## src/rtl/ddr3_burst_sequencer.sv

```systemverilog
// Sequences write, read and looping-read bursts between the USB FIFOs and the MIG app interface.
// Commands issue combinationally on the handshake; read data returns to the FIFO one cycle later.
module ddr3_burst_sequencer #(
   parameter int ADDR_WIDTH = 29,
   parameter int DATA_WIDTH = 256,
   parameter int CNT_WIDTH  = 16,
   parameter int ADDR_STEP  = 8,
   parameter int MAX_OUTST  = 16
) (
   input  logic                  clk,
   input  logic                  reset,
   input  logic                  start,
   input  logic                  stop,
   input  logic [1:0]            mode,
   input  logic [ADDR_WIDTH-1:0] base_addr,
   input  logic [CNT_WIDTH-1:0]  burst_cnt,
   input  logic                  init_calib_complete,
   output logic                  busy,
   output logic                  done,
   output logic                  error,
   input  logic [DATA_WIDTH-1:0] wf_dout,
   input  logic                  wf_empty,
   output logic                  wf_rd_en,
   output logic [DATA_WIDTH-1:0] rf_din,
   output logic                  rf_wr_en,
   input  logic                  rf_prog_full,
   input  logic                  rf_full,
   output logic [ADDR_WIDTH-1:0] app_addr,
   output logic [2:0]            app_cmd,
   output logic                  app_en,
   input  logic                  app_rdy,
   output logic [DATA_WIDTH-1:0] app_wdf_data,
   output logic                  app_wdf_wren,
   output logic                  app_wdf_end,
   input  logic                  app_wdf_rdy,
   input  logic [DATA_WIDTH-1:0] app_rd_data,
   input  logic                  app_rd_data_valid
);

   localparam int OW = $clog2(MAX_OUTST) + 1;
   localparam logic [OW-1:0]         MAX_O = OW'(MAX_OUTST);
   localparam logic [ADDR_WIDTH-1:0] STEP  = ADDR_WIDTH'(ADDR_STEP);
   localparam logic [1:0] M_WRITE = 2'b00;
   localparam logic [1:0] M_READ  = 2'b01;
   localparam logic [1:0] M_LOOP  = 2'b10;
   localparam logic [1:0] M_RSVD  = 2'b11;

   typedef enum logic [2:0] {
      S_IDLE, S_WAIT_CAL, S_WRITE, S_READ, S_DRAIN, S_DONE
   } state_t;

   state_t                state;
   logic [1:0]            mode_q;
   logic [ADDR_WIDTH-1:0] base_q;
   logic [CNT_WIDTH-1:0]  cnt_q;
   logic [CNT_WIDTH-1:0]  issued;
   logic [OW-1:0]         outst;
   logic                  stop_seen;
   logic                  wr_issue;
   logic                  rd_issue;
   logic                  last_burst;
   logic                  rd_dec;

   assign wr_issue   = (state == S_WRITE) && !wf_empty && app_rdy && app_wdf_rdy;
   assign rd_issue   = (state == S_READ) && app_rdy && (outst < MAX_O) && !rf_prog_full && !stop_seen;
   assign last_burst = (issued + CNT_WIDTH'(1)) == cnt_q;
   assign rd_dec     = app_rd_data_valid && (outst != '0);

   assign app_en       = wr_issue || rd_issue;
   assign app_cmd      = rd_issue ? 3'b001 : 3'b000;
   assign app_wdf_wren = wr_issue;
   assign app_wdf_end  = wr_issue;
   assign wf_rd_en     = wr_issue;
   assign app_wdf_data = wf_dout;

   always_ff @(posedge clk or posedge reset) begin
      if (reset) begin
         outst <= '0;
      end else if (rd_issue && !rd_dec) begin
         outst <= outst + OW'(1);
      end else if (!rd_issue && rd_dec) begin
         outst <= outst - OW'(1);
      end
   end

   // Overflowing returns are dropped here; the FSM flags them through error.
   always_ff @(posedge clk or posedge reset) begin
      if (reset) begin
         rf_wr_en <= 1'b0;
         rf_din   <= '0;
      end else begin
         rf_wr_en <= app_rd_data_valid && !rf_full;
         rf_din   <= app_rd_data;
      end
   end

   always_ff @(posedge clk or posedge reset) begin
      if (reset) begin
         state     <= S_IDLE;
         busy      <= 1'b0;
         done      <= 1'b0;
         error     <= 1'b0;
         app_addr  <= '0;
         issued    <= '0;
         mode_q    <= M_WRITE;
         base_q    <= '0;
         cnt_q     <= '0;
         stop_seen <= 1'b0;
      end else begin
         done <= 1'b0;
         if (stop && busy && (mode_q != M_WRITE) &&
             (state inside {S_WAIT_CAL, S_READ, S_DRAIN}))
            stop_seen <= 1'b1;

         case (state)
            S_IDLE: begin
               if (start) begin
                  mode_q    <= mode;
                  base_q    <= base_addr;
                  cnt_q     <= burst_cnt;
                  app_addr  <= base_addr;
                  issued    <= '0;
                  stop_seen <= 1'b0;
                  busy      <= 1'b1;
                  error     <= (mode == M_RSVD);
                  if ((mode == M_RSVD) || (burst_cnt == '0)) begin
                     state <= S_DONE;
                     done  <= 1'b1;
                  end else begin
                     state <= S_WAIT_CAL;
                  end
               end
            end
            S_WAIT_CAL: begin
               if ((mode_q != M_WRITE) && (stop || stop_seen))
                  state <= S_DRAIN;
               else if (init_calib_complete)
                  state <= (mode_q == M_WRITE) ? S_WRITE : S_READ;
            end
            S_WRITE: begin
               if (wr_issue) begin
                  app_addr <= app_addr + STEP;
                  issued   <= issued + CNT_WIDTH'(1);
                  if (last_burst) begin
                     state <= S_DONE;
                     done  <= 1'b1;
                  end
               end
            end
            S_READ: begin
               // A looping pass rewinds to the base address instead of finishing.
               if (rd_issue) begin
                  if (last_burst && (mode_q == M_LOOP)) begin
                     app_addr <= base_q;
                     issued   <= '0;
                  end else begin
                     app_addr <= app_addr + STEP;
                     issued   <= issued + CNT_WIDTH'(1);
                  end
               end
               if (stop || stop_seen || (rd_issue && last_burst && (mode_q == M_READ)))
                  state <= S_DRAIN;
            end
            S_DRAIN: begin
               if ((outst == '0) && !rf_wr_en) begin
                  state <= S_DONE;
                  done  <= 1'b1;
               end
            end
            S_DONE: begin
               busy  <= 1'b0;
               state <= S_IDLE;
            end
            default: state <= S_IDLE;
         endcase

         if (app_rd_data_valid && rf_full)
            error <= 1'b1;
      end
   end

endmodule

```

## config.mk

```make
export PLATFORM = sky130hd
export DESIGN_NAME = ddr3_burst_sequencer
export DESIGN_NICKNAME = d
export VERILOG_FILES = /design/src/rtl/ddr3_burst_sequencer.sv
export SDC_FILE = /design/constraint.sdc
export NUM_CORES = 1
export LEC_CHECK = 0
export ABC_CLOCK_PERIOD_IN_PS = 13400
export BUFFER_PORTS_ARGS = -buffer_cell sky130_fd_sc_hd__buf_2
export CAP_MARGIN = 15
export CORE_AREA = 2 2 443 445
export DETAILED_ROUTE_END_ITERATION = 12
export DIE_AREA = 0 0 445 447
export HOLD_SLACK_MARGIN = 0.05
export PLACE_DENSITY = 0.3
export RECOVER_POWER = 25
export SETUP_SLACK_MARGIN = 0.15
export SYNTH_ARGS = -nofsm -noshare
export SYNTH_HDL_FRONTEND = slang
export SYNTH_SLANG_ARGS = --single-unit
```

## constraint.sdc

```tcl
create_clock -name clk -period 13.4 [get_ports clk]
set_clock_uncertainty 0.05 [all_clocks]
set_input_delay 1.34 -clock clk [delete_from_list [all_inputs] [get_ports clk]]
set_output_delay 1.34 -clock clk [all_outputs]
set_load 0.05 [all_outputs]
```

# Word level (Yosys, flattened, before mapping)
# Cells that the tools add are included.
word_totals:
  regBits: 361
  inputBits: 570
classes:
  n_addsub: 4
  n_lt_le_gt_ge: 1
  n_eq_ne: 16
  mux: 37
  reduce_logical: 48
op_table:
  columns: ["cell", "n"]
  rows:
  - ["29-bit 2-to-1 mux", 4]
  - ["29-bit one-hot mux with 3 select lines", 1]
  - ["16-bit 2-to-1 mux", 4]
  - ["16-bit one-hot mux with 3 select lines", 1]
  - ["29-bit by 4-bit adder with 29-bit output, second input constant", 1]
  - ["3-bit 2-to-1 mux", 8]
  - ["1-bit logical AND", 20]
  - ["16-bit by 1-bit adder with 16-bit output, second input constant", 1]
  - ["16-bit == test", 1]
  - ["16-bit zero test", 1]
  - ["3-bit one-hot mux with 5 select lines", 1]
  - ["1-bit 2-to-1 mux", 14]
  - ["5-bit 2-to-1 mux", 2]
  - ["2-bit nonzero test", 5]
  - ["2-bit != test, second input constant", 4]
  - ["1-bit zero test", 7]
  - ["3-bit by 2-bit == test with 1-bit output, second input constant", 2]
  - ["3-bit == test, second input constant", 2]
  - ["2-bit AND reduction", 3]
  - ["6-bit AND reduction", 1]
  - ["3-bit nonzero test", 2]
  - ["5-bit by 1-bit adder with 5-bit output, second input constant", 1]
  - ["5-bit zero test", 1]
  - ["5-bit less-than comparator, second input constant", 1]
  - ["other kinds (13)", 18]

# Longest topological paths before layout
depth:
  ltp_word: 10
  mapped_depth: 13
  mapped_depth_nobuf: 12

# Worst setup path after synthesis
# No wires, ideal clock.
synth_path:
  path_type: "input to output"
  from: "in wf_empty"
  to: "out app_wdf_wren"
  arrival_ns: 2.252
  slack_ns: 9.758
  stages: 4
  n_path_buf: 1
  cell_sequence: "and3b_1 nand2_1 inv_1 buf_4"
synth_between:
  elab_chain_len: 4
synth_lines:
  columns: ["item", "line_no", "rtl"]
  rows:
  - ["start, declared", "22", "input logic wf_empty,"]
  - ["1-bit zero test", "64", "assign wr_issue = (state == S_WRITE) && !wf_empty && app_rdy && app_wdf_rdy;"]
  - ["1-bit logical AND (3 in a row)", "64", null]
  - ["end, declared", "33", "output logic app_wdf_wren,"]
# Every way passes these cells.

==> key figures <==
Timing
  – Period utilization: 43.5%
  – Setup TNS: 0 ns
  – Worst-margin pin slew: 5.36 ns
  – RSZ-0062 raised after global routing: false
  – F_max: 0.172 GHz
  – Min setup slack post-route: 7.57 ns
  – Max_slew headroom: -259%
  – Period minus WS final: 5.83 ns
  – Final Hold Fails: 0
  – Final setup violation count: 0
  – Pins Over Slew Limit: 110

Worst setup path
  – CP endpoint kind: asynchronous set/reset pin
  – Most used cell along the critical path: buf_4
  – WP data required: 13.96 ns
  – Worst setup SP type: input port
  – Maximum fanout along the worst path: 109
  – WS Path Type: input port to asynchronous set/reset pin
  – CP Data Arrival Time: 6.38 ns
  – Critical-path top delay cell: clkinvlp_2
  – Slowest Stage Delay on Critical Path: 2.98 ns
  – Crit path cell chain: buf_2 > clkinvlp_2 > buf_4 > buf_4

Die
  – Core footprint: 194000 sq um
  – Die extent in y: 447 um
  – Overall die width: 445 um
  – Initial core utilization: 7.59%
  – Die ar.: 199000 sq um
  – # IOs: 1122
  – Rows: 162

Clocking
  – Clock net sink count: 361
  – Reg clk slew, reported paths: 0.06 ns
  – H-tree depth: 2
  – Post-CTS setup buffer count: 0
  – Cts repair resizes: 0
  – Clk Latency, worst-skew pair: 0.60 ns
  – Root Buffer: clkbuf_16
  – TritonCTS clock tree: done
  – CTS Hold Bufs: 0
  – Inserted Clock Buffers: 47
  – Clock Tree Buf Depth: 3

Logic synthesis
  – #FFs+latches synth: 361
  – Area share of the largest cell type after synthesis: 61.3%
  – Number of synthesized flops with an enable pin: 0
  – Syn Inst Count: 1263
  – Synth Flop Type: dfrtp_1
  – Synth async-reset ratio: 100%
  – Cell Area, Synth: 14700 sq um
  – Leading area contributor after synthesis: dfrtp_1
  – Mux contribution to synthesized area: 1.35%
  – Synth Area in XOR/XNOR: 1.90%
  – Largest family of logic cells by synthesized area: buffers and inverters
  – Synth warnings: 0
  – Syn Area/Cell: 11.7 sq um
  – Sequential area share after synthesis: 61.3%
  – Simple logic cell fraction of the synthesized area: 12.9%
  – Compound-Gate Fraction of Synth Area: 6.75%
  – Netlist cell types: 71
  – Ranking of synthesized cells by area: dfrtp_1, buf_4, nand2_1
  – Adder-Cell Fraction of Synth Area: 0.645%

Pwr
  – Comb power frac: 28.1%
  – Peak VDD IR: 0.0939 mV
  – Switch Pwr: 1.49 mW
  – Power density cells: 190 nW/um^2
  – Pleak: 8.95 nW
  – Clock network power share: 35.4%
  – Pint: 2.42 mW
  – Sw Ratio: 38.1%
  – Flop pwr share: 36.6%

Placement
  – Placement Setup Slack: 8.55 ns
  – Post-DP HPWL: 59000 um
  – PortBufs: 607
  – Final Wtd Congestion: 0.736

Detailed routing
  – DR pass1 iterations: 5
  – Iter 0 DRT Violations: 464
  – Drt via density: 2.58
  – ANT nets after route: 0
  – Via count: 10900
  – Routed len/inst: 17.6 um
  – # DRC: 0
  – Routed Wire Length: 74200 um

Status
  – Run status: finished with violations
  – Violated checks: capacitance limit, slew limit

Global route
  – Vias in the first global route: 11700
  – Total track usage: 7.19%
  – First-pass GRT wire length: 99100 um
  – Initial antenna violation count: 41
  – Total gr overflow: 0
  – Largest net degree at the start of global routing: 138

Layout
  – Layout cells sized above 1: 41.8%
  – Fillers: 22400
  – Area grow syn2layout: 39.6%
  – Final nets: 2199

Flow run
  – Max-Cap Viols: 1

Hold path
  – Hold WC Path Type: register to register
sequential cells by signal, summed over array words and instances (netlist names), 2 cells and up:
signal and flops:
state 3, cnt_q 16, app_addr 29, issued 16, base_q 29, outst 5, rf_din 256, mode_q 2
final cells by class:
cell class              count  area (sq um)  area share, %
well taps                2542          3180           15.5
diodes                      9          22.5          0.109
clock inverters            22           318           1.54
flip-flops and latches    361          9030           43.9
clock buffers              66          1360           6.60
inverters                  19          72.6          0.353
multi-input cells         576          3500           17.0
repair buffers            617          3090           15.0
final timing paths:
path / start / end / slack, ns / cells after the start
worst max-delay path: reset / cnt_q[13] / 7.57 / 4
worst min register to register: base_q[19] / base_q[19] / 0.42 / 2
worst max register to register: state[2] / outst[4] / 9.26 / 13
worst min-delay path: base_q[19] / base_q[19] / 0.42 / 2
min in group asynchronous: reset / rf_din[249] / 2.35 / 2
max in group clk: state[2] / app_en / 8.46 / 6
worst max-delay path: cells and delay by family:
kind	cells	cell delay (ns)
buffers and inverters	4	4.88
power by group through the flow:
stage	logic, mW	registers, mW	clock network, mW
detailed placement	1.13	1.46	0
floorplan	0.672	1.68	0
CTS	1.14	1.44	1.46
finish	1.10	1.43	1.38
global placement	1.13	1.46	0
global route	1.20	1.46	1.49
cell usage after synthesis, types with 6 or more instances:
master	count
nand4_1	20
nor3_1	11
nor2_1	34
nand3_1	26
and3_1	14
buf_4	264
nor4_1	8
o21ai_0	19
nor3b_1	6
a221oi_1	9
inv_1	19
and2_1	11
dfrtp_1	361
a31oi_1	16
a21oi_1	29
and4_1	8
nand2_1	190
ha_1	6
xor2_1	11
nand3b_1	9
xnor2_1	21
nor2b_1	6
clkbuf_1	32
buf_2	12
mux2i_1	12
o211ai_1	9
cell families after synthesis:
| kind of cell | after synthesis |
|---|---|
| and+or+nand+nor | 375 |
| DFF | 361 |
| buffers and inverters | 327 |
| AOI/OAI and AO/OA | 141 |
| xor gates and xnor gates | 32 |
| muxes | 19 |
| adders and majority gates | 7 |
| other | 1 |
metrics by stage:
| stage | cells | total power, mW | hold slack, ns | util, % | instance area [sq um] |
|---|---|---|---|---|---|
| CTS | 4203 | 4.03 | 0.430 | 10.6 | 20600 |
| global route | 4209 | 4.15 | 0.445 | 10.6 | 20600 |
| detailed placement | 4115 | 2.59 | 0.413 | 9.74 | 18900 |
| floorplan | 1264 | 2.36 | 0.395 | - | 14700 |
| finish | 4212 | 3.91 | 0.423 | 10.6 | 20600 |
| global placement | 4115 | 2.59 | 0.409 | 9.74 | 18900 |
layer usage:
metal  global-route usage (%)  share of wire [%]  vias up
li1                         -                  -     4732
met1                     5.94                 29     5219
met2                     14.5                 58      609
met3                     2.53                7.9      278
met4                     3.93                5.0       30
met5                        0               0.29        -
cells in the final DEF (no fill, tap or decap), drive strengths merged, types with 12 or more instances in the layout:
cell type and n:
nand3 28, and2 12, and3 14, o21ai 21, inv 22, a31oi 16
nand2 190, dfrtp 361, buf 591, nor2 35, mux2i 12, nand4 24
clkbuf 92, xnor2 21, a21oi 30
Note: power is estimated with default switching activity, not from simulation.
